===== config.mk =====
export PLATFORM = sky130hd
export DESIGN_NAME = vga_framebuffer_reader
export DESIGN_NICKNAME = d
export VERILOG_FILES = /design/src/rtl/vga_framebuffer_reader.sv
export SDC_FILE = /design/constraint.sdc
export NUM_CORES = 1
export LEC_CHECK = 0
export BUFFER_PORTS_ARGS = -buffer_cell sky130_fd_sc_hd__clkbuf_2
export CAP_MARGIN = 20
export CORE_MARGIN = 3
export CORE_UTILIZATION = 53
export DETAILED_ROUTE_END_ITERATION = 16
export HOLD_SLACK_MARGIN = 0.02
export PLACE_DENSITY = 0.9
export SLEW_MARGIN = 20
export SYNTH_ARGS = -nofsm -noshare
export SYNTH_HDL_FRONTEND = slang
export SYNTH_SLANG_ARGS = --single-unit

===== constraint.sdc =====
create_clock -name clk_25 -period 2.35 [get_ports clk_25]
set_input_delay 0.47 -clock clk_25 [delete_from_list [all_inputs] [get_ports clk_25]]
set_output_delay 0.47 -clock clk_25 [all_outputs]
set_load 0.01 [all_outputs]

===== src/rtl/vga_framebuffer_reader.sv =====
// Pixel fetch between the VGA timing generator and a synchronous framebuffer.
// Maps screen coordinates to addresses, absorbs read latency and formats the DAC colour.
`timescale 1ns/1ps
module vga_framebuffer_reader #(
  parameter int          H_ACTIVE   = 640,
  parameter int          V_ACTIVE   = 480,
  parameter int          IMG_W      = 320,
  parameter int          IMG_H      = 240,
  parameter int          SCALE_LOG2 = 1,
  parameter int          X_OFF      = 0,
  parameter int          Y_OFF      = 0,
  parameter int          ADDR_W     = 17,
  parameter int          RD_LAT     = 2,
  parameter logic [7:0]  BORDER     = 8'h00
) (
  input  logic              clk_25,
  input  logic              n_rst,
  input  logic [1:0]        mode,
  input  logic [9:0]        x_coordinate,
  input  logic [9:0]        y_coordinate,
  input  logic              hsync_in,
  input  logic              vsync_in,
  input  logic              video_on_in,
  input  logic              synch_in,
  output logic [ADDR_W-1:0] mem_addr,
  input  logic [7:0]        mem_q,
  output logic [7:0]        VGA_R,
  output logic [7:0]        VGA_G,
  output logic [7:0]        VGA_B,
  output logic              VGA_HS,
  output logic              VGA_VS,
  output logic              VGA_BLANK_N,
  output logic              VGA_SYNC_N
);

  localparam int PIPE   = RD_LAT + 2;
  localparam int IMG_WS = IMG_W << SCALE_LOG2;
  localparam int IMG_HS = IMG_H << SCALE_LOG2;
  localparam int BAR_W  = H_ACTIVE / 8;
  // One spare bit so the post-image increment cannot wrap when IMG_W*IMG_H == 2^ADDR_W.
  localparam int LBW    = ADDR_W + 1;
  localparam logic [11:0] ROW_MASK = 12'((1 << SCALE_LOG2) - 1);

  if (X_OFF + IMG_WS > H_ACTIVE || Y_OFF + IMG_HS > V_ACTIVE || RD_LAT < 1) begin : g_bad_cfg
    $error("vga_framebuffer_reader: image region outside active area or RD_LAT < 1");
  end

  typedef struct packed {
    logic       hs;
    logic       vs;
    logic       von;
    logic       syn;
    logic       inimg;
    logic [2:0] bar;
    logic [1:0] mode;
  } tag_t;

  localparam tag_t TAG_RST = '{hs: 1'b1, vs: 1'b1, von: 1'b0, syn: 1'b1,
                               inimg: 1'b0, bar: 3'd0, mode: 2'd0};

  logic [11:0]       dx, dy;
  logic [10:0]       col;
  logic              in_x, in_y, in_img, row_last, bar_hit;
  logic [LBW-1:0]    line_base_q, line_base_d;
  logic [ADDR_W-1:0] mem_addr_q, mem_addr_d;
  logic [2:0]        bar_q, bar_d;
  logic [1:0]        mode_q, mode_d;
  logic [23:0]       rgb_q, rgb_d;
  tag_t              tag_in, fmt;
  tag_t              pipe_q [PIPE];

  // Signed-style offsets: bit 11 set means the coordinate is left of / above the image.
  assign dx       = {2'b00, x_coordinate} - 12'(X_OFF);
  assign dy       = {2'b00, y_coordinate} - 12'(Y_OFF);
  assign in_x     = ~dx[11] & (dx[10:0] < 11'(IMG_WS));
  assign in_y     = ~dy[11] & (dy[10:0] < 11'(IMG_HS));
  assign in_img   = in_x & in_y;
  assign col      = dx[10:0] >> SCALE_LOG2;
  assign row_last = (dy & ROW_MASK) == ROW_MASK;

  always_comb begin
    mem_addr_d = mem_addr_q;
    if (in_img) mem_addr_d = ADDR_W'(line_base_q + LBW'(col));

    line_base_d = line_base_q;
    if (y_coordinate >= 10'(V_ACTIVE))
      line_base_d = '0;
    else if (x_coordinate == 10'(H_ACTIVE - 1) && in_y && row_last)
      line_base_d = line_base_q + LBW'(IMG_W);

    mode_d = mode_q;
    if (x_coordinate == 10'd0 && y_coordinate == 10'(V_ACTIVE)) mode_d = mode;

    bar_hit = 1'b0;
    for (int k = 1; k < 8; k++)
      if (x_coordinate == 10'(k * BAR_W)) bar_hit = 1'b1;
    bar_d = bar_q;
    if (x_coordinate == 10'd0)          bar_d = 3'd0;
    else if (bar_hit && bar_q != 3'd7)  bar_d = bar_q + 3'd1;

    tag_in = '{hs: hsync_in, vs: vsync_in, von: video_on_in, syn: synch_in,
               inimg: in_img, bar: bar_d, mode: mode_q};
  end

  // Stage PIPE-2 lines up with mem_q; the colour register adds the final stage.
  assign fmt = pipe_q[PIPE-2];

  always_comb begin
    rgb_d = '0;
    if (fmt.von) begin
      if (fmt.mode == 2'd2)
        rgb_d = {{8{fmt.bar[2]}}, {8{fmt.bar[1]}}, {8{fmt.bar[0]}}};
      else if (!fmt.inimg)
        rgb_d = {3{BORDER}};
      else begin
        case (fmt.mode)
          2'd1:    rgb_d = {mem_q[7:5], mem_q[7:5], mem_q[7:6],
                            mem_q[4:2], mem_q[4:2], mem_q[4:3],
                            {4{mem_q[1:0]}}};
          2'd3:    rgb_d = {3{~mem_q}};
          default: rgb_d = {3{mem_q}};
        endcase
      end
    end
  end

  always_ff @(posedge clk_25) begin
    if (!n_rst) begin
      mem_addr_q  <= '0;
      line_base_q <= '0;
      bar_q       <= '0;
      mode_q      <= '0;
      rgb_q       <= '0;
      for (int i = 0; i < PIPE; i++) pipe_q[i] <= TAG_RST;
    end else begin
      mem_addr_q  <= mem_addr_d;
      line_base_q <= line_base_d;
      bar_q       <= bar_d;
      mode_q      <= mode_d;
      rgb_q       <= rgb_d;
      pipe_q[0]   <= tag_in;
      for (int i = 1; i < PIPE; i++) pipe_q[i] <= pipe_q[i-1];
    end
  end

  assign mem_addr    = mem_addr_q;
  assign VGA_R       = rgb_q[23:16];
  assign VGA_G       = rgb_q[15:8];
  assign VGA_B       = rgb_q[7:0];
  assign VGA_HS      = pipe_q[PIPE-1].hs;
  assign VGA_VS      = pipe_q[PIPE-1].vs;
  assign VGA_BLANK_N = pipe_q[PIPE-1].von;
  assign VGA_SYNC_N  = pipe_q[PIPE-1].syn;

endmodule


# ---- After elaboration in Yosys (flattened, before gate mapping)
# Memory sizes are Yosys's and may differ from the RTL's.
# Cells that the tools add are included.
dict set report word_totals {
  register_bits 64
  ramBits 40
  in_bits 36
  elab_cells 57
  mem_count 1
}
# memory depth width read_ports rd_clocked_by_memory_dff write_ports line
set memory_table {}
lappend memory_table {pipe_q 4 10 4 0 4 70} ;# tag_t pipe_q [PIPE];
dict set report classes {
  add_sub_neg 3
  magnitude_cmp 3
  eq_ne 13
  mux 18
  n_bitwise 7
  reduce_logical 7
}
# cell n
set ops {}
lappend ops {{24-bit two-way mux} 2}
lappend ops {{24-bit case mux with 2 select lines} 1}
lappend ops {{10-bit by 9-bit equality test with 1-bit output, second input constant} 4}
lappend ops {{10-bit two-way mux} 4}
lappend ops {{10-bit equality test, second input constant} 2}
lappend ops {{10-bit by 8-bit equality test with 1-bit output, second input constant} 2}
lappend ops {{18-bit by 9-bit adder with 18-bit output, second input constant} 1}
lappend ops {{17-bit by 9-bit adder with 17-bit output} 1}
lappend ops {{10-bit by 7-bit equality test with 1-bit output, second input constant} 1}
lappend ops {{10-bit by 9-bit greater-or-equal comparator with 1-bit output, second input constant} 1}
lappend ops {{10-bit logical NOT} 1}
lappend ops {{10-bit less-than comparator, second input constant} 1}
lappend ops {{10-bit by 9-bit less-than comparator with 1-bit output, second input constant} 1}
lappend ops {{1-bit two-way mux} 9}
lappend ops {{8-bit NOT} 1}
lappend ops {{3-bit two-way mux} 2}
lappend ops {{2-bit equality test, second input constant} 2}
lappend ops {{1-bit logical AND} 4}
lappend ops {{1-bit bitwise OR} 4}
lappend ops {{3-bit by 1-bit adder with 3-bit output, second input constant} 1}
lappend ops {{3-bit inequality test, second input constant} 1}
lappend ops {{2-bit by 1-bit equality test with 1-bit output, second input constant} 1}
lappend ops {{2-bit AND reduction} 1}
lappend ops {{2-bit OR reduction} 1}
lappend ops {{other kinds (2)} 2}

# ---- Depth between registers and ports, before layout
dict set report logic_depth {
  depth_word 12
  ltp_mapped 8
  ltp_nobuf 8
}

# ---- Worst setup path before layout
# Ideal clock, no wire load.
dict set report synth_timing {
  path_type {in2reg}
  startpoint {input port y_coordinate[5]}
  endpoint {register line_base_q[8]}
  setup_ns 0.070
  arrival_time_ns 1.920
  required_time_ns 2.280
  slack_ns 0.360
  path_stages 5
  path_buffers 1
  cell_sequence {a41o_1 or4_4 buf_6 or3_2 a21oi_1}
}
dict set report synth_via {
  elab_chain_len 3
  word_cells_on_any_way 5
}
# item line
set synth_lines {}
lappend synth_lines {{from (decl)} 20} ;# input logic [9:0] y_coordinate,
lappend synth_lines {{10-bit by 9-bit less-than comparator with 1-bit output} 76} ;# assign in_y = ~dy[11] & (dy[10:0] < 11'(IMG_HS));
lappend synth_lines {{1-bit logical AND (2 in a row)} 88} ;# else if (x_coordinate == 10'(H_ACTIVE - 1) && in_y && row_last)
lappend synth_lines {{to (signal assigned)} 137} ;# line_base_q <= line_base_d;
lappend synth_lines {{to (decl)} 64} ;# logic [LBW-1:0] line_base_q, line_base_d;
# Parallel ways exist; a longest one is shown, timed or not.
# A chain may end at the register's enable or synchronous reset.

# ---- Final worst setup path
dict set report layout_timing {
  startpoint {register line_base_q[6]}
  endpoint {register mem_addr_q[16], in the netlist mem_addr[16]}
}
dict set report layout_via {
  elab_chain_len 1
}
# item line
set layout_lines {}
lappend layout_lines {{17-bit by 9-bit adder with 17-bit output} 83} ;# if (in_img) mem_addr_d = ADDR_W'(line_base_q + LBW'(col));
lappend layout_lines {{to (signal assigned)} 136} ;# mem_addr_q <= mem_addr_d;
lappend layout_lines {{to (decl)} 65} ;# logic [ADDR_W-1:0] mem_addr_q, mem_addr_d;
# Every way passes these cells.

==> results.md <==
* Vias in the first global route at around 2800
* Root Driver: clkbuf_8
* Largest net degree at the start of global routing at 29
* Initial antenna violation count at 0
* Tightest Hold Check Type: primary input to register
* P_int at 2010 µW
* Vias at 3069
* Final setup fails at 0
* Fin crit share at 0.853
* Worst Path Max Fanout at 4
* Fin crit period at 2.00 ns
* Final TNS setup at 0 ns
* Final HPWL DP at roughly 5400 µm
* TritonCTS clock tree: built
* Fin. max-slew vios at 0
* Synthesized net count at ~440
* CP top delay family: adder cells
* Max Fclk at 499 MHz
* Total die area at between 7000 and 8000 µm²
* Crit-path slowest cell: dfxtp_1
* Post-synth EDFFs at 0
* CTS sink count at 88
* PostCTS Resize Cnt at 0
* Tightest Pin Transition at 0.696 ns
* Total GRT Usage at 0.204
* Vias/cell at between 5 and 6
* Worst Setup SP: line_base_q[6]
* Clk slew on worst S/H paths at 0.09 ns
* Final ANT Viol Nets at 0
* Top cells by count, synth: 88 x dfxtp_1, 65 x nand2_1, 35 x a21oi_1, 22 x a211oi_1
* GPL Wtd Cong at approximately 0.82
* Top post-synthesis cells by area: dfxtp_1 49%, nand2_1 6.8%, a21oi_1 4.9%
* Worst path bufs/invs at 1
* Number of diodes at 0
* Yosys top cell by area: dfxtp_1
* Worst path required time at about 2.6 ns
* Worst vdd ir at 0.000492 V
* Gate power share at 0.067
* Primary FF master, synth: dfxtp_1
* Synthesized area per cell at 9.03 µm²
* Worst clock skew at 0.0123 ns
* WP data arrival at 2.24 ns
* Drt total wl at between 7000 and 8000 µm
* Number of synthesized register bits at 88
* Static Leakage at between 0.0015 and 0.002 µW
* Final non-filler cell area at 4210 µm²
* Final Net Count at 515
* Max cap viols at 0
* Post-CTS Setup Repair Bufs at 0
* CTS Hold Bufs at 0
* Startpoint types: register
* Grt total ovfl at 0
* Initial DRC count at 133
* Clk_lat worst skew at 0.36 ns
* Register area share after synthesis at 0.493
* Num CTS Buffers at 9
* Netlist cell types at 45
* FFs w/ async S/R, synth at 0
* Max Buffers Root-to-Sink at 2
* Crit-path cells: ha_1, inv_1, fa_1, nor2b_1, o2111ai_1, nor2_1, xnor2_1, a21oi_1
* Sw Pwr at 646 µW
* Core area at between 6000 and 7000 µm²
* First-pass GRT wire length at 12500 µm
* Chip width at between 80 and 90 µm
* Filler cell count at 518
* Max incr delay on CP at 0.42 ns
* PwrDens at 630 nW/µm²
* Slew HR at 0.535
* Starting density of the core at 0.554
* Syn-to-layout area delta at 17.7%
* Hold Fails Final Rpt at 0
* IO Count at slightly above 80
* R2r startpoint: line_base_q[6]
* FF-to-FF setup slack at 0.35 ns
* Clk pwr share at 0.356
* DRC at 0
* RSZ-0062 raised after global routing: no
* IO Port Bufs at 80
* CP Capture Type: register
* Synth warn at 0
* Sequential share of power at 0.577
* H-Tree Depth at 3
* Pre-Repair DR Iteration Count at 5
* Placed instance area at 4030 µm²
* Layout cells sized above 1 at 0.252
* Placement Rows at 29
* Mapped Cells at between 300 and 400
* Sw frac at 0.244
* Drt wl/cell at 13.5 µm
* Synthesized area at between 3000 and 4000 µm²
* Setup CP Type: register to register
* Status: completed
* Top-count cell post-synth: dfxtp_1
* Top cell type's share of synthesized area at 0.493
* Die Y at 88.1 µm
* Worst Hold Launch: hsync_in
[sequential cells by signal (all words and copies together), names as in the netlist]
register / cells
mem_addr: 17
pipe_q: 32
bar_q: 2
rgb_q: 24
line_base_q: 11
mode_q: 2
[area by class of cell]
type	count	area [µm²]	area share
clock inverter	6	43.8	0.0104
inverter	7	26.3	0.00624
clock buffer	10	138	0.0327
tap	77	96.3	0.0229
timing repair buffer	88	460	0.109
multi-input combinational	278	1680	0.400
sequential	88	1760	0.418
[cells in the final DEF, fill, tap and decap left out, drive strengths merged, types with 2 or more instances in the layout]
cell type	n
a211oi	22
a21boi	11
nor4	4
xnor2	12
a21o	2
xor2	5
ha	6
o21ai	13
nor3	9
or3	5
a21oi	35
a32oi	2
inv	8
o2111ai	2
clkinvlp	4
o211a	3
clkbuf	90
or2	9
nor2b	3
nand3	2
dfxtp	88
nand2b	14
buf	8
and2	19
mux2i	6
nand2	65
nand4	5
nor2	14
[metal layers]
layer / share of wire / vias to the layer above / global-route usage
li1: - / 1515 / -
met1: 0.42 / 1372 / 0.245
met2: 0.47 / 159 / 0.349
met3: 0.083 / 23 / 0.0367
met4: 0.027 / 0 / 0.102
met5: 0 / - / 0
[power groups by stage]
stage | Sequential (µW) | Combinational, µW | Clock (µW)
5_1_grt | 1530 | 198 | 1020
3_3_place_gp | 1560 | 171 | 0
2_1_floorplan | 1570 | 84.0 | 0
4_1_cts | 1530 | 179 | 965
6_report | 1530 | 178 | 945
3_5_place_dp | 1560 | 178 | 0
[metrics by stage]
stage / power, µW / hold WS, ns / worst slack (ns) / util / cells
after floorplan: 1660 / 0.386 / 0.360 / - / 396
after global placement: 1730 / 0.388 / 0.249 / 0.624 / 538
after detailed placement: 1740 / 0.393 / 0.212 / 0.624 / 538
after CTS: 2670 / 0.277 / 0.371 / 0.652 / 554
after global routing: 2750 / 0.293 / 0.200 / 0.652 / 554
final: 2650 / 0.292 / 0.345 / 0.652 / 554
[final timing paths]
path	cells past startpoint	endpoint
worst max-delay path	8	mem_addr[16]
worst min-delay path	2	pipe_q[0][9]
worst max register to register	8	mem_addr[16]
worst min register to register	1	pipe_q[0][19]
[logic make-up after synthesis]
kind of cell	share of synthesized area
DFF	0.493
buffers and inverters	0.0364
and+or+nand+nor	0.220
AOI/OAI and AO/OA	0.166
adders and majority gates	0.0266
muxes	0.0168
xor gates and xnor gates	0.0416
Note: power is estimated with default switching activity, not from simulation.
